===== src/rtl/alu_arbiter_pkg.sv =====
`default_nettype none
// ============================================================================
// Module   : alu_arbiter_pkg
// Brief    : ALU function codes, legality check and response record shared by
//            the ALU arbiter and its sub-blocks.
// Revision : 1.0 - initial release
// ============================================================================
package alu_arbiter_pkg;

    // ALU function codes; anything above aluSLTU is undefined
    localparam logic [3:0] aluAdd  = 4'd0;
    localparam logic [3:0] aluSub  = 4'd1;
    localparam logic [3:0] aluAnd  = 4'd2;
    localparam logic [3:0] aluOr   = 4'd3;
    localparam logic [3:0] aluXor  = 4'd4;
    localparam logic [3:0] aluNor  = 4'd5;
    localparam logic [3:0] aluSLL  = 4'd6;
    localparam logic [3:0] aluSRL  = 4'd7;
    localparam logic [3:0] aluSRA  = 4'd8;
    localparam logic [3:0] aluSLT  = 4'd9;
    localparam logic [3:0] aluSLTU = 4'd10;

    // Contents of the single-entry response buffer
    typedef struct packed {
        logic [31:0] y;
        logic        id;
        logic        ovf;
        logic        err;
    } rsp_t;

    // True for the eleven function codes the ALU implements
    function automatic logic alu_func_valid(input logic [3:0] func);
        logic ok;
        case (func)
            aluAdd, aluSub, aluAnd, aluOr, aluXor, aluNor,
            aluSLL, aluSRL, aluSRA, aluSLT, aluSLTU: ok = 1'b1;
            default:                                 ok = 1'b0;
        endcase
        return ok;
    endfunction

endpackage : alu_arbiter_pkg
`default_nettype wire


===== src/rtl/alu_arbiter_if.sv =====
`default_nettype none
// ============================================================================
// Module   : alu_arbiter_if
// Brief    : Bundle of requester, ALU and response signals around the shared
//            ALU. slave = arbiter view, master = surrounding system view.
// Revision : 1.0 - initial release
// ============================================================================
interface alu_arbiter_if #(
    parameter int CNT_W = 16
);
    logic             req0_valid;
    logic             req0_ready;
    logic [31:0]      req0_a;
    logic [31:0]      req0_b;
    logic [3:0]       req0_func;
    logic             req1_valid;
    logic             req1_ready;
    logic [31:0]      req1_a;
    logic [31:0]      req1_b;
    logic [3:0]       req1_func;
    logic [31:0]      alu_a;
    logic [31:0]      alu_b;
    logic [3:0]       alu_func;
    logic [31:0]      alu_y;
    logic             alu_ovf;
    logic             rsp_valid;
    logic             rsp_ready;
    logic             rsp_id;
    logic [31:0]      rsp_y;
    logic             rsp_ovf;
    logic             rsp_err;
    logic [CNT_W-1:0] grant_cnt0;
    logic [CNT_W-1:0] grant_cnt1;

    modport slave (
        input  req0_valid, req0_a, req0_b, req0_func,
        input  req1_valid, req1_a, req1_b, req1_func,
        output req0_ready, req1_ready,
        output alu_a, alu_b, alu_func,
        input  alu_y, alu_ovf,
        output rsp_valid, rsp_id, rsp_y, rsp_ovf, rsp_err,
        input  rsp_ready,
        output grant_cnt0, grant_cnt1
    );

    modport master (
        output req0_valid, req0_a, req0_b, req0_func,
        output req1_valid, req1_a, req1_b, req1_func,
        input  req0_ready, req1_ready,
        input  alu_a, alu_b, alu_func,
        output alu_y, alu_ovf,
        input  rsp_valid, rsp_id, rsp_y, rsp_ovf, rsp_err,
        output rsp_ready,
        input  grant_cnt0, grant_cnt1
    );
endinterface : alu_arbiter_if
`default_nettype wire


===== src/rtl/alu_arbiter_rr_arb2.sv =====
`default_nettype none
// ============================================================================
// Module   : alu_arbiter_rr_arb2
// Brief    : Combinational 2-way round-robin arbiter. On a conflict the
//            requester that did not win last time is granted.
// Revision : 1.0 - initial release
// ============================================================================
module alu_arbiter_rr_arb2 (
    input  wire logic valid0_i,
    input  wire logic valid1_i,
    input  wire logic enable_i,
    input  wire logic last_grant_i,
    output logic      grant0_o,
    output logic      grant1_o
);

    // Lone requester wins; on a tie the one that was not last granted wins
    always_comb begin
        grant0_o = enable_i & valid0_i & (~valid1_i |  last_grant_i);
        grant1_o = enable_i & valid1_i & (~valid0_i | ~last_grant_i);
    end

endmodule : alu_arbiter_rr_arb2
`default_nettype wire


===== src/rtl/alu_arbiter.sv =====
`default_nettype none
// ============================================================================
// Module   : alu_arbiter
// Brief    : Shares one combinational ALU between two requesters with
//            round-robin arbitration, a single-entry response buffer,
//            illegal-code/overflow flags and saturating grant counters.
// Revision : 1.0 - initial release
// ============================================================================
module alu_arbiter
    import alu_arbiter_pkg::*;
#(
    parameter int CNT_W  = 16,
    parameter bit OVF_EN = 1'b1
) (
    input  wire logic     clk,
    input  wire logic     reset,
    alu_arbiter_if.slave  bus
);

    localparam logic [0:0] ST_EMPTY = 1'b0;
    localparam logic [0:0] ST_FULL  = 1'b1;

    logic [0:0]       state_q;
    logic [0:0]       state_d;
    logic             can_issue;
    logic             rsp_valid;
    logic             grant0;
    logic             grant1;
    logic             issue;
    logic             last_grant_q;
    logic [3:0]       sel_func;
    rsp_t             rsp_q;
    rsp_t             rsp_d;
    logic [CNT_W-1:0] cnt0_q;
    logic [CNT_W-1:0] cnt1_q;

    alu_arbiter_rr_arb2 u_arb (
        .valid0_i     (bus.req0_valid),
        .valid1_i     (bus.req1_valid),
        .enable_i     (can_issue),
        .last_grant_i (last_grant_q),
        .grant0_o     (grant0),
        .grant1_o     (grant1)
    );

    assign issue = grant0 | grant1;

    // Operand steering: requester 0 drives the ALU whenever requester 1 is not granted
    assign sel_func     = grant1 ? bus.req1_func : bus.req0_func;
    assign bus.alu_a    = grant1 ? bus.req1_a    : bus.req0_a;
    assign bus.alu_b    = grant1 ? bus.req1_b    : bus.req0_b;
    assign bus.alu_func = sel_func;

    // Buffer occupancy register
    always_ff @(posedge clk or posedge reset) begin
        if (reset) state_q <= ST_EMPTY;
        else       state_q <= state_d;
    end

    // A new grant always refills; otherwise a taken response empties the buffer
    always_comb begin
        state_d = state_q;
        case (state_q)
            ST_EMPTY: if (issue) state_d = ST_FULL;
            ST_FULL: begin
                if (issue)              state_d = ST_FULL;
                else if (bus.rsp_ready) state_d = ST_EMPTY;
            end
            default:  state_d = ST_EMPTY;
        endcase
    end

    // Issue is allowed into an empty buffer or one that drains this cycle
    always_comb begin
        rsp_valid = (state_q == ST_FULL);
        can_issue = (state_q == ST_EMPTY) || bus.rsp_ready;
    end

    // Next response: illegal codes zero the result; overflow only counts for add/sub
    always_comb begin
        rsp_d.id  = grant1;
        rsp_d.err = ~alu_func_valid(sel_func);
        rsp_d.y   = rsp_d.err ? 32'd0 : bus.alu_y;
        rsp_d.ovf = OVF_EN & bus.alu_ovf & ((sel_func == aluAdd) || (sel_func == aluSub));
    end

    // Response payload and round-robin pointer capture on every grant
    always_ff @(posedge clk or posedge reset) begin
        if (reset) begin
            rsp_q        <= '0;
            last_grant_q <= 1'b1;
        end else if (issue) begin
            rsp_q        <= rsp_d;
            last_grant_q <= grant1;
        end
    end

    // Saturating per-requester grant counters
    always_ff @(posedge clk or posedge reset) begin
        if (reset) begin
            cnt0_q <= '0;
            cnt1_q <= '0;
        end else begin
            if (grant0 && (cnt0_q != '1)) cnt0_q <= cnt0_q + CNT_W'(1);
            if (grant1 && (cnt1_q != '1)) cnt1_q <= cnt1_q + CNT_W'(1);
        end
    end

    assign bus.req0_ready = grant0;
    assign bus.req1_ready = grant1;
    assign bus.rsp_valid  = rsp_valid;
    assign bus.rsp_id     = rsp_q.id;
    assign bus.rsp_y      = rsp_q.y;
    assign bus.rsp_ovf    = rsp_q.ovf;
    assign bus.rsp_err    = rsp_q.err;
    assign bus.grant_cnt0 = cnt0_q;
    assign bus.grant_cnt1 = cnt1_q;

endmodule : alu_arbiter
`default_nettype wire


===== src/flat_wrapper.sv =====
// flat-port wrapper written by rule: the top's interface ports become plain ports
module alu_arbiter_flat import alu_arbiter_pkg::*;
#(
    parameter int CNT_W  = 16,
    parameter bit OVF_EN = 1'b1
)
  (clk, reset, bus_req0_valid, bus_req0_a, bus_req0_b, bus_req0_func, bus_req1_valid, bus_req1_a, bus_req1_b, bus_req1_func, bus_req0_ready, bus_req1_ready, bus_alu_a, bus_alu_b, bus_alu_func, bus_alu_y, bus_alu_ovf, bus_rsp_valid, bus_rsp_id, bus_rsp_y, bus_rsp_ovf, bus_rsp_err, bus_rsp_ready, bus_grant_cnt0, bus_grant_cnt1);
  alu_arbiter_if #(.CNT_W(CNT_W)) bus_i ();
  input  wire logic clk;
  input  wire logic reset;
  input wire logic [$bits(bus_i.req0_valid)-1:0] bus_req0_valid;
  input wire logic [$bits(bus_i.req0_a)-1:0] bus_req0_a;
  input wire logic [$bits(bus_i.req0_b)-1:0] bus_req0_b;
  input wire logic [$bits(bus_i.req0_func)-1:0] bus_req0_func;
  input wire logic [$bits(bus_i.req1_valid)-1:0] bus_req1_valid;
  input wire logic [$bits(bus_i.req1_a)-1:0] bus_req1_a;
  input wire logic [$bits(bus_i.req1_b)-1:0] bus_req1_b;
  input wire logic [$bits(bus_i.req1_func)-1:0] bus_req1_func;
  output wire logic [$bits(bus_i.req0_ready)-1:0] bus_req0_ready;
  output wire logic [$bits(bus_i.req1_ready)-1:0] bus_req1_ready;
  output wire logic [$bits(bus_i.alu_a)-1:0] bus_alu_a;
  output wire logic [$bits(bus_i.alu_b)-1:0] bus_alu_b;
  output wire logic [$bits(bus_i.alu_func)-1:0] bus_alu_func;
  input wire logic [$bits(bus_i.alu_y)-1:0] bus_alu_y;
  input wire logic [$bits(bus_i.alu_ovf)-1:0] bus_alu_ovf;
  output wire logic [$bits(bus_i.rsp_valid)-1:0] bus_rsp_valid;
  output wire logic [$bits(bus_i.rsp_id)-1:0] bus_rsp_id;
  output wire logic [$bits(bus_i.rsp_y)-1:0] bus_rsp_y;
  output wire logic [$bits(bus_i.rsp_ovf)-1:0] bus_rsp_ovf;
  output wire logic [$bits(bus_i.rsp_err)-1:0] bus_rsp_err;
  input wire logic [$bits(bus_i.rsp_ready)-1:0] bus_rsp_ready;
  output wire logic [$bits(bus_i.grant_cnt0)-1:0] bus_grant_cnt0;
  output wire logic [$bits(bus_i.grant_cnt1)-1:0] bus_grant_cnt1;
  assign bus_i.req0_valid = bus_req0_valid;
  assign bus_i.req0_a = bus_req0_a;
  assign bus_i.req0_b = bus_req0_b;
  assign bus_i.req0_func = bus_req0_func;
  assign bus_i.req1_valid = bus_req1_valid;
  assign bus_i.req1_a = bus_req1_a;
  assign bus_i.req1_b = bus_req1_b;
  assign bus_i.req1_func = bus_req1_func;
  assign bus_req0_ready = bus_i.req0_ready;
  assign bus_req1_ready = bus_i.req1_ready;
  assign bus_alu_a = bus_i.alu_a;
  assign bus_alu_b = bus_i.alu_b;
  assign bus_alu_func = bus_i.alu_func;
  assign bus_i.alu_y = bus_alu_y;
  assign bus_i.alu_ovf = bus_alu_ovf;
  assign bus_rsp_valid = bus_i.rsp_valid;
  assign bus_rsp_id = bus_i.rsp_id;
  assign bus_rsp_y = bus_i.rsp_y;
  assign bus_rsp_ovf = bus_i.rsp_ovf;
  assign bus_rsp_err = bus_i.rsp_err;
  assign bus_i.rsp_ready = bus_rsp_ready;
  assign bus_grant_cnt0 = bus_i.grant_cnt0;
  assign bus_grant_cnt1 = bus_i.grant_cnt1;
  alu_arbiter #(.CNT_W(CNT_W), .OVF_EN(OVF_EN)) u_core (.clk(clk), .reset(reset), .bus(bus_i));
endmodule

===== config.mk =====
export PLATFORM = sky130hd
export DESIGN_NAME = alu_arbiter_flat
export DESIGN_NICKNAME = d
export VERILOG_FILES = /design/src/rtl/alu_arbiter_pkg.sv /design/src/rtl/alu_arbiter_if.sv /design/src/rtl/alu_arbiter_rr_arb2.sv /design/src/rtl/alu_arbiter.sv /design/src/flat_wrapper.sv
export SDC_FILE = /design/constraint.sdc
export NUM_CORES = 1
export LEC_CHECK = 0
export ABC_AREA = 1
export BUFFER_PORTS_ARGS = -buffer_cell sky130_fd_sc_hd__buf_4
export CAP_MARGIN = 20
export CELL_PAD_IN_SITES_DETAIL_PLACEMENT = 0
export CELL_PAD_IN_SITES_GLOBAL_PLACEMENT = 1
export CORE_AREA = 4 4 143 131
export DETAILED_ROUTE_END_ITERATION = 10
export DIE_AREA = 0 0 147 135
export PLACE_DENSITY = 0.84
export SLEW_MARGIN = 15
export SYNTH_ARGS = -nofsm -noshare
export SYNTH_HDL_FRONTEND = slang
export SYNTH_SLANG_ARGS = --single-unit

===== constraint.sdc =====
create_clock -name clk -period 2.85 [get_ports clk]
set_clock_uncertainty 0.05 [all_clocks]
set_input_delay 0.4275 -clock clk [delete_from_list [all_inputs] [get_ports clk]]
set_output_delay 0.4275 -clock clk [all_outputs]
set_load 0.01 [all_outputs]

==> results of run 1 <==
==> state kept, by name (all words and copies together), names as in the netlist <==
register and count:
u_core.bus.rsp_y 32, u_core.bus.grant_cnt0 16, u_core.bus.grant_cnt1 16, u_core.bus.rsp_err 1, u_core.bus.rsp_id 1, u_core.bus.rsp_ovf 1, u_core.bus.rsp_valid 1, u_core.last_grant_q 1
==> metrics by stage <==
| step | area [sq um] | utilization, % |
|---|---|---|
| final | 7420 | 42.8 |
| after global routing | 7420 | 42.8 |
| after CTS | 7410 | 42.8 |
| after detailed placement | 7130 | 41.2 |
| after global placement | 7130 | 41.2 |
| after floorplan | 4600 | - |
==> cells by family (layout without fill, tap and decap cells) <==
logic type / count (synthesis) / count (layout)
adders and majority gates: 2 / 2
buffers and inverters: 93 / 394
AOI/OAI and AO/OA: 12 / 12
DFF: 69 / 69
other: 0 / 1
xor gates and xnor gates: 21 / 21
and+or+nand+nor: 531 / 531
==> layer usage <==
layer	GRT usage [%]	vias to the layer above	part of all wire (%)
met4	6.00	0	1.6
met5	0	-	0
li1	-	2767	-
met1	22.4	2384	42
met3	5.81	21	9.1
met2	30.8	229	48
==> layout make-up <==
| class | count | area, sq um |
|---|---|---|
| Antenna cell | 1 | 2.50 |
| Clock buffer | 10 | 229 |
| Tap cell | 240 | 300 |
| Fill cell | 1874 | 9910 |
| Multi-Input combinational cell | 566 | 2440 |
| Sequential cell | 69 | 1730 |
| Inverter | 64 | 248 |
| Timing Repair Buffer | 315 | 2410 |
| Clock inverter | 5 | 52.6 |
==> layout by cell type (no fill, tap or decap), drive strengths merged <==
cell / synthesis / final
nor3: 4 / 4
dfrtp: 68 / 68
buf: 26 / 315
clkinvlp: 0 / 1
inv: 64 / 64
diode: 0 / 1
o21ai: 11 / 11
bufinv: 0 / 1
nor2: 64 / 64
nand2: 433 / 433
dfstp: 1 / 1
xor2: 9 / 9
nand4: 11 / 11
clkinv: 0 / 3
xnor2: 12 / 12
nand3: 18 / 18
ha: 2 / 2
nand3b: 1 / 1
clkbuf: 3 / 10
a21oi: 1 / 1
==> worst max-delay path by stage <==
stage / from / endpoint / slack (ns) / cells past startpoint
after floorplan: reset / u_core.bus.grant_cnt0[0] / 0.63 / 1
after global placement: bus_req0_valid / u_core.bus.rsp_y[14] / 0.43 / 9
after detailed placement: bus_req0_valid / u_core.bus.rsp_y[14] / 0.39 / 9
after CTS: u_core.bus.rsp_valid / bus_alu_b[13] / 0.22 / 7
after global routing: u_core.bus.rsp_valid / bus_alu_a[2] / 0.15 / 7
final: u_core.bus.rsp_valid / bus_alu_b[13] / 0.29 / 7
==> worst reg2reg max path, stage by stage, from the launching register on <==
cell and delay (ns):
dfrtp_1 0.42, nand2_4 0.14, nand3_4 0.25, inv_4 0.38, nand2_1 0.13, nand2_2 0.17
nand3_4 0.33, nand2_1 0.20, nand2_1 0.06
==> power groups by stage <==
stage / combinational [mW] / sequential (mW) / clock, mW
6_report: 1.83 / 1.41 / 1.08
5_1_grt: 2.03 / 1.45 / 1.14
4_1_cts: 1.86 / 1.42 / 1.10
3_5_place_dp: 1.85 / 1.43 / 0
3_3_place_gp: 1.85 / 1.43 / 0
2_1_floorplan: 0.806 / 1.50 / 0
==> results.sh, run 1 <==
export IMPL_grt_overflow=0
export IMPL_crit_family="buffers and inverters"
export IMPL_setup_violations=0
export IMPL_dp_cells=1254
export IMPL_crit_chain="nand2_4, nand3_4, inv_4, buf_12, nand2_1, nand2_1, buf_4"
export IMPL_cts_setup_buffers=0
export IMPL_seq_power_share_pct=32.8
export IMPL_ctsHoldBuffers=0
export IMPL_power_density_nw_per_um2=582
export IMPL_gp_congestion=0.832
export IMPL_finalSetupTns_ns=0
export IMPL_critPathRequiredTime_ns=2.37
export IMPL_holdWs_ns=0.126
export IMPL_p_comb_share_pct=42.3
export IMPL_grt_pass1_wl_microns=28600
export IMPL_power_frac_clock_pct=24.9
export IMPL_syn_instance_count=728
export IMPL_finalHoldViolations=0
export IMPL_core_area_sq_um=17300
export IMPL_cts_root_buf="clkbuf_16"
export IMPL_dr_pass1_iters=6
export IMPL_cts_tree="done"
export IMPL_synth_top_area_share_pct=37.0
export IMPL_synthFlopType="dfrtp_1"
export IMPL_die_x_microns=147
export IMPL_start_util_pct=26.5
export IMPL_synthTopCellsByArea="dfrtp_1 37%, nand2_1 35%, nor2_1 5.1%, inv_1 5.0%, xnor2_1 2.3%"
export IMPL_synthArstFlopShare_pct=100
export IMPL_worstPathArrival_ns=2.09
export IMPL_critPathBufInv=3
export IMPL_ios=312
export IMPL_cp_common_cell="nand2_1"
export IMPL_synthSimpleGateAreaFrac_pct=46.9
export IMPL_final_antenna_net_count=0
export IMPL_p_switching_mw=1.58
export IMPL_synth_top_family_by_area="simple AND/OR/NAND/NOR gates"
export IMPL_cap_violations=0
export IMPL_instances_no_fill=1270
export IMPL_syn_num_nets=904
export IMPL_yosys_mux_area_fraction_pct=0
export IMPL_cts_buffer_depth=2
export IMPL_crit_path_max_incr_delay_ns=0.42
export IMPL_max_freq_mhz=390
export IMPL_clkLatencyLatePin_ns=0.33
export IMPL_final_max_slew_viol_count=0
export IMPL_period_needed_ns=2.56
export IMPL_avgRoutedWirePerCell_microns=15.0
export IMPL_dp_slack_ns=0.389
export IMPL_grt_antenna_before_repair=1
export IMPL_vias_per_cell=4.25
export IMPL_leakage_nw=4.32
export IMPL_drc_errors=0
export IMPL_ir_drop_uv=257
export IMPL_post_cts_resized=0
export IMPL_die_h_microns=135
export IMPL_htreeDepth=3
export IMPL_grt_max_degree=71
export IMPL_ys_types=28
export IMPL_synth_seq_cells=69
export IMPL_critPathKind="flop to output pin"
export IMPL_synth_most_common_cell="nand2_1"
export IMPL_grt_pass1_vias=5138
export IMPL_dieArea_sq_um=19800
export IMPL_dp_hpwl_microns=15200
export IMPL_status="complete, no violations"
export IMPL_synth_top_area_cell="dfrtp_1"
export IMPL_synth_common_cells="425 x nand2_1, 68 x dfrtp_1, 62 x nor2_1"
export IMPL_final_period_utilization_pct=89.9
export IMPL_relSlewSlack_pct=58.5
export IMPL_hp_class="primary input to asynchronous set/reset pin"
export IMPL_rsz0062_at_grt="false"
export IMPL_areaGrowthSynthToFinish_pct=61.3
export IMPL_r2r_start="u_core.bus.rsp_valid"
export IMPL_reg2reg_depth=8
export IMPL_synth_adder_area_share_pct=0.544
export IMPL_drtIter0Drc=198
export IMPL_synth_edf_count=0
export IMPL_critPathLaunchType="flop"
export IMPL_worst_setup_path_end_kind="output pin"
export IMPL_drive_gt1_share_pct=34.3
export IMPL_r2r_slack_ns=0.61
export IMPL_grtUsageTotal_pct=18.3
export IMPL_tightest_slew_ns=0.622
export IMPL_crit_fanout=45
export IMPL_ys_warn_count=0
export IMPL_portBuffers=311
export IMPL_vias=5401
export IMPL_clk_pin_slew_ns=0.06
export IMPL_synth_compound_gate_area_share_pct=1.63
export IMPL_p_int_mw=2.74
export IMPL_swShare_pct=36.6
export IMPL_synth_xor_area_share_pct=4.00
export IMPL_syn_avg_cell_area_sq_um=6.32
export IMPL_syn_cell_area_sq_um=4600
export IMPL_numCtsBuffers=9
export IMPL_worst_slack_ns=0.287
export IMPL_total_power_mw=4.32
export IMPL_nets=1201
export IMPL_rr_endpoint="u_core.bus.rsp_y[14]"
export IMPL_yosysSeqAreaShare_pct=37.6
export IMPL_drt_total_wl_microns=19000
export IMPL_cts_sinks=69
export IMPL_slowest_stage="dfrtp_1"
export IMPL_row_count=46
Power figures use the tool's default switching activity.
==> run 2, diff against run 1 <==
--- a/config.mk
+++ b/config.mk
@@ -6,14 +6,14 @@
 export NUM_CORES = 1
 export LEC_CHECK = 0
 export ABC_AREA = 1
-export BUFFER_PORTS_ARGS = -buffer_cell sky130_fd_sc_hd__buf_4
 export CAP_MARGIN = 20
 export CELL_PAD_IN_SITES_DETAIL_PLACEMENT = 0
 export CELL_PAD_IN_SITES_GLOBAL_PLACEMENT = 1
-export CORE_AREA = 4 4 143 131
+export CORE_AREA = 4 4 118 120
 export DETAILED_ROUTE_END_ITERATION = 10
-export DIE_AREA = 0 0 147 135
-export PLACE_DENSITY = 0.84
+export DIE_AREA = 0 0 122 124
+export DONT_BUFFER_PORTS = 1
+export PLACE_DENSITY = 0.75
 export SLEW_MARGIN = 15
 export SYNTH_ARGS = -nofsm -noshare
 export SYNTH_HDL_FRONTEND = slang
==> run 2 against run 1 <==
Via count is 20% lower. Non-clock buffer count is 307 lower. Cell count is 29% lower. Count of clock-buffer cells in the layout is 3 higher. Total power is 16% lower. Sequential cell count stayed put. Wire length is 15% lower. Worst hold slack worse by 0.099 ns. Worst setup slack better by 0.089 ns. Critical path type unchanged. Critical endpoint is now bus_alu_b[24].
==> results.sh, run 2 (synthesis gave the netlist of run 1 again) <==
export IMPL_hp_class="primary input to asynchronous set/reset pin"
export IMPL_critPathKind="flop to output pin"
export IMPL_utilization_pct=38.6
export IMPL_nets=894
export IMPL_grtUsageTotal_pct=20.2
export IMPL_largest_reg_flops=32
export IMPL_clkLatencyLatePin_ns=0.33
export IMPL_setup_violations=0
export IMPL_clk_pin_slew_ns=0.05
export IMPL_die_x_microns=122
export IMPL_instances_no_fill=902
export IMPL_start_util_pct=35.4
export IMPL_mostFrequentLayoutCells="425 x nand2_1, 68 x dfrtp_1, 62 x nor2_1"
export IMPL_power_density_nw_per_um2=725
export IMPL_cts_sinks=69
export IMPL_grt_pass1_vias=3851
export IMPL_drtIter0Drc=292
export IMPL_row_count=42
export IMPL_period_needed_ns=2.47
export IMPL_routed_wl_met3_microns=1170
export IMPL_vias_per_cell=4.80
export IMPL_crit_fanout=39
export IMPL_leakage_nw=2.80
export IMPL_cts_buffer_depth=2
export IMPL_r2r_start="u_core.bus.rsp_valid"
export IMPL_wl_met1_microns=6380
export IMPL_drive_gt1_share_pct=6.22
export IMPL_grt_max_degree=73
export IMPL_grt_overflow=0
export IMPL_dr_wl_met2_microns=8170
export IMPL_ios=312
export IMPL_top_layer_used="met4"
export IMPL_post_cts_resized=0
export IMPL_numCtsBuffers=9
export IMPL_ctsHoldBuffers=0
export IMPL_htreeDepth=3
export IMPL_cts_tree="done"
export IMPL_vias=4326
export IMPL_dp_slack_ns=0.690
export IMPL_worst_setup_path_end_kind="output pin"
export IMPL_drt_total_wl_microns=16100
export IMPL_portBuffers=0
export IMPL_worstPathArrival_ns=2.00
export IMPL_die_h_microns=124
export IMPL_finalHoldViolations=0
export IMPL_cts_setup_buffers=0
export IMPL_final_antenna_net_count=0
export IMPL_final_period_utilization_pct=86.8
export IMPL_worst_slack_ns=0.376
export IMPL_rr_endpoint="u_core.bus.rsp_y[8]"
export IMPL_fillers=1435
export IMPL_dp_hpwl_microns=13400
export IMPL_relSlewSlack_pct=54.4
export IMPL_core_area_sq_um=13000
export IMPL_holdWs_ns=0.0270
export IMPL_cts_root_buf="clkbuf_16"
export IMPL_r2r_slack_ns=0.76
export IMPL_dp_cells=883
export IMPL_ir_drop_uv=363
export IMPL_status="complete, no violations"
export IMPL_reg2reg_depth=8
export IMPL_drc_errors=0
export IMPL_critPathLaunchType="flop"
export IMPL_dieArea_sq_um=15100
export IMPL_critPathRequiredTime_ns=2.37
export IMPL_avgRoutedWirePerCell_microns=17.9
export IMPL_areaGrowthSynthToFinish_pct=9.03
export IMPL_tightest_slew_ns=0.683
export IMPL_finalSetupTns_ns=0
export IMPL_stdcell_area_sq_um=5010
export IMPL_gp_congestion=0.954
export IMPL_dpl_cell_area_sq_um=4710
export IMPL_max_freq_mhz=404
export IMPL_grt_antenna_before_repair=3
export IMPL_grt_pass1_wl_microns=22400
export IMPL_final_common_cell="nand2_1"
export IMPL_rsz0062_at_grt="false"
export IMPL_dr_pass1_iters=5
export IMPL_final_max_slew_viol_count=0
export IMPL_cap_violations=0
export IMPL_total_power_mw=3.64
-- run 2: changes by cell type in the layout (fill, tap and decap cells not counted), sizes merged --
cell      before  now
buf          315    8
clkbuf        10   13
clkinv         3    0
clkinvlp       1    2
diode          1    3
-- run 2: worst max-delay path by stage --
stage	to	slack (ns)	startpoint	cells after the start
finish	bus_alu_b[24]	0.38	u_core.bus.rsp_valid	6
detailed placement	bus_alu_b[24]	0.69	bus_rsp_ready	7
global placement	bus_alu_b[20]	0.75	bus_rsp_ready	7
global route	bus_alu_b[16]	0.22	u_core.bus.rsp_valid	6
floorplan	u_core.bus.grant_cnt0[0]	0.63	reset	1
CTS	bus_alu_b[24]	0.35	u_core.bus.rsp_valid	6
-- run 2: critical path, cell delays in order (launching register included) --
cell,delay [ns]
dfrtp_1,0.45
nand2_4,0.15
nand3_4,0.10
inv_4,0.35
buf_4,0.37
nand2_1,0.10
nand2_1,0.12
-- run 2: layer usage --
| layer | vias to the layer above | track usage, % |
|---|---|---|
| li1 | 2154 | - |
| met1 | 1951 | 24.5 |
| met2 | 199 | 33.7 |
| met3 | 22 | 5.00 |
| met4 | 0 | 9.73 |
| met5 | - | 0 |
-- run 2: area by class of cell --
cell class | instances | area, sq um | area share (%)
Multi-Input combinational cell | 566 | 2440 | 48.7
Clock inverter | 3 | 45.0 | 0.898
Sequential cell | 69 | 1730 | 34.5
Antenna cell | 3 | 7.51 | 0.150
Inverter | 64 | 248 | 4.94
Clock buffer | 13 | 250 | 4.99
Tap cell | 176 | 220 | 4.39
Timing Repair Buffer | 8 | 72.6 | 1.45
-- run 2: power by group --
part | leakage, nW | switching, mW | total, mW | internal (mW)
logic | 1.77 | 0.660 | 0.944 | 0.284
clock network | 0.136 | 0.413 | 1.11 | 0.702
registers | 0.898 | 0.371 | 1.58 | 1.21
total | 2.80 | 1.44 | 3.64 | 2.19
==> run 3, diff against run 2 <==
--- a/config.mk
+++ b/config.mk
@@ -13,8 +13,9 @@
 export DETAILED_ROUTE_END_ITERATION = 10
 export DIE_AREA = 0 0 122 124
 export DONT_BUFFER_PORTS = 1
-export PLACE_DENSITY = 0.75
+export PLACE_DENSITY = 0.74
 export SLEW_MARGIN = 15
 export SYNTH_ARGS = -nofsm -noshare
 export SYNTH_HDL_FRONTEND = slang
+export SYNTH_HIERARCHICAL = 1
 export SYNTH_SLANG_ARGS = --single-unit
==> run 3 against run 2 <==
Via count rose by 0.23%. Maximum frequency shrank 7.2%. Sequential power hardly changed. Register-to-register slack worse by 0.18 ns. Sequential share of layout area is 0.23 points higher. Worst hold slack gained 0.14 ns. Core utilization is 0.26 points lower. Worst setup slack lost 0.19 ns. Clock power decreased by 7%. Critical path depth up 1. Non-clock buffer count increased by 1. Combinational power is 1% lower. Highest routed layer is now met5.
==> results.sh, run 3 <==
export IMPL_dp_hpwl_microns=13400
export IMPL_syn_cell_area_sq_um=4570
export IMPL_synthFlopType="dfrtp_1"
export IMPL_power_density_nw_per_um2=710
export IMPL_critPathRequiredTime_ns=2.37
export IMPL_cts_sinks=69
export IMPL_synth_top_area_cell="dfrtp_1"
export IMPL_largest_reg_flops=32
export IMPL_cp_common_cell="nand2_1"
export IMPL_setup_violations=0
export IMPL_worstPathArrival_ns=2.19
export IMPL_synthTopCellsByArea="dfrtp_1 37%, nand2_1 34%, nand3_2 6.6%, nor2_1 3.0%, inv_1 3.0%"
export IMPL_synth_top_area_share_pct=37.2
export IMPL_syn_avg_cell_area_sq_um=6.60
export IMPL_crit_chain="nand2_1, nand2_1, a21oi_4, buf_4, buf_6, nand2_1, nand2_1"
export IMPL_leakage_nw=2.58
export IMPL_start_util_pct=35.2
export IMPL_grt_antenna_before_repair=2
export IMPL_core_area_sq_um=13000
export IMPL_syn_instance_count=693
export IMPL_crit_path_start="u_core/bus.rsp_valid"
export IMPL_vias_per_cell=5.01
export IMPL_ys_warn_count=6
export IMPL_cts_tree="done"
export IMPL_ios=312
export IMPL_drt_total_wl_microns=16800
export IMPL_r2r_start="u_core/bus.rsp_valid"
export IMPL_worstHoldStart="bus_alu_y[26]"
export IMPL_critPathKind="flop to output pin"
export IMPL_portBuffers=0
export IMPL_gp_congestion=0.876
export IMPL_synth_seq_cells=69
export IMPL_mostFrequentLayoutCells="409 x nand2_1, 68 x dfrtp_1, 37 x nor2_1"
export IMPL_htreeDepth=3
export IMPL_fillers=1404
export IMPL_dieArea_sq_um=15100
export IMPL_cap_violations=0
export IMPL_cts_buffer_depth=2
export IMPL_clk_pin_slew_ns=0.06
export IMPL_tightest_slew_ns=0.605
export IMPL_critPathLaunchType="flop"
export IMPL_dp_slack_ns=0.317
export IMPL_row_count=42
export IMPL_period_needed_ns=2.67
export IMPL_worst_setup_path_end_kind="output pin"
export IMPL_status="complete, no violations"
export IMPL_crit_fanout=56
export IMPL_final_period_utilization_pct=93.6
export IMPL_grt_overflow=0
export IMPL_nets=860
export IMPL_vias=4336
export IMPL_rsz0062_at_grt="false"
export IMPL_crit_family="buffers and inverters"
export IMPL_areaGrowthSynthToFinish_pct=8.89
export IMPL_final_max_slew_viol_count=0
export IMPL_final_antenna_net_count=0
export IMPL_slowest_stage="dfrtp_1"
export IMPL_grt_pass1_wl_microns=23000
export IMPL_drc_errors=0
export IMPL_synth_most_common_cell="nand2_1"
export IMPL_finalHoldViolations=0
export IMPL_numCtsBuffers=9
export IMPL_synth_edf_count=0
export IMPL_synth_common_cells="409 x nand2_1, 68 x dfrtp_1, 37 x nor2_1"
export IMPL_avgRoutedWirePerCell_microns=19.4
export IMPL_synthArstFlopShare_pct=100
export IMPL_dr_pass1_iters=5
export IMPL_cts_root_buf="clkbuf_16"
export IMPL_critPathBufInv=2
export IMPL_max_freq_mhz=375
export IMPL_relSlewSlack_pct=59.6
export IMPL_finalSetupTns_ns=0
export IMPL_antennaDiodeCount=0
export IMPL_ys_types=29
export IMPL_worst_slack_ns=0.183
export IMPL_grt_max_degree=57
export IMPL_die_h_microns=124
export IMPL_ir_drop_uv=278
export IMPL_hp_class="primary input to flop"
export IMPL_final_common_cell="nand2_1"
export IMPL_cts_setup_buffers=0
export IMPL_crit_path_max_incr_delay_ns=0.41
export IMPL_die_x_microns=122
export IMPL_clkLatencyLatePin_ns=0.33
export IMPL_drtIter0Drc=341
export IMPL_drive_gt1_share_pct=11.5
export IMPL_grt_pass1_vias=3888
export IMPL_yosysSeqAreaShare_pct=37.8
export IMPL_syn_num_nets=869
export IMPL_grtUsageTotal_pct=20.3
[run 3: worst paths after layout]
check / to / slack (ns) / cells past startpoint
worst max register to register: u_core/bus.rsp_err / 0.58 / 8
worst max-delay path: bus_alu_a[4] / 0.18 / 7
min in group asynchronous: u_core/bus.grant_cnt1[5] / 0.49 / 2
max in group asynchronous: u_core/last_grant_q / 1.58 / 3
worst min register to register: u_core/last_grant_q / 0.45 / 2
worst min-delay path: u_core/bus.rsp_y[26] / 0.17 / 2
[run 3: report_power, final]
| part | leakage, nW | switching (mW) | internal [mW] |
|---|---|---|---|
| Combinational | 1.56 | 0.654 | 0.277 |
| Clock | 0.133 | 0.416 | 0.612 |
| Sequential | 0.893 | 0.373 | 1.20 |
| Total | 2.58 | 1.44 | 2.09 |
[run 3: cell type report]
class	count	area, sq um	share of cell area [%]
clock inverter	4	26.3	0.528
inverter	40	153	3.07
sequential	69	1730	34.7
multi-input combinational	555	2510	50.4
tap	176	220	4.42
clock buffer	12	246	4.95
timing repair buffer	9	98.8	1.98
[run 3: what timing repair did]
item / 4_1_cts / 5_1_grt
hold endpoints to repair: 16 / 0
hold buffers: 1 / 0
resized for setup: 1 / 0
endpoints found under the setup margin: 3 / 0
[run 3: stage by stage]
step | total power [mW] | utilization (%) | cells | hold WS, ns | instance area, sq um
after floorplan | 2.26 | - | 693 | 0.400 | 4570
final | 3.54 | 38.4 | 865 | 0.171 | 4980
after detailed placement | 2.52 | 36.2 | 848 | 0.277 | 4690
after CTS | 3.56 | 38.4 | 865 | 0.164 | 4980
after global placement | 2.49 | 36.2 | 848 | 0.276 | 4690
after global routing | 3.77 | 38.4 | 865 | 0.166 | 4980
[run 3: cells by family (layout without fill, tap and decap cells)]
kind of cell	Yosys count	count (layout)	share of synthesized area (%)
and+or+nand+nor	531	531	50.8
adders and majority gates	2	2	0.547
DFF	69	69	37.8
buffers and inverters	69	65	7.63
AOI/OAI and AO/OA	13	13	1.50
xor gates and xnor gates	9	9	1.72
[run 3: per-layer routing]
metal | share of wire (%) | GRT usage (%) | vias up
li1 | - | - | 2100
met1 | 40 | 25.5 | 1996
met2 | 47 | 32.6 | 221
met5 | 0.16 | 0 | -
met4 | 0.82 | 4.62 | 4
met3 | 12 | 8.81 | 15
[run 3: worst register-to-register path, cell delays in order (launching register included)]
cell	delay, ns
dfrtp_1	0.41
nand2_1	0.13
nand2_1	0.11
a21oi_4	0.16
buf_4	0.30
nand2_1	0.11
nand2_1	0.25
nand2_4	0.36
o21ai_0	0.30
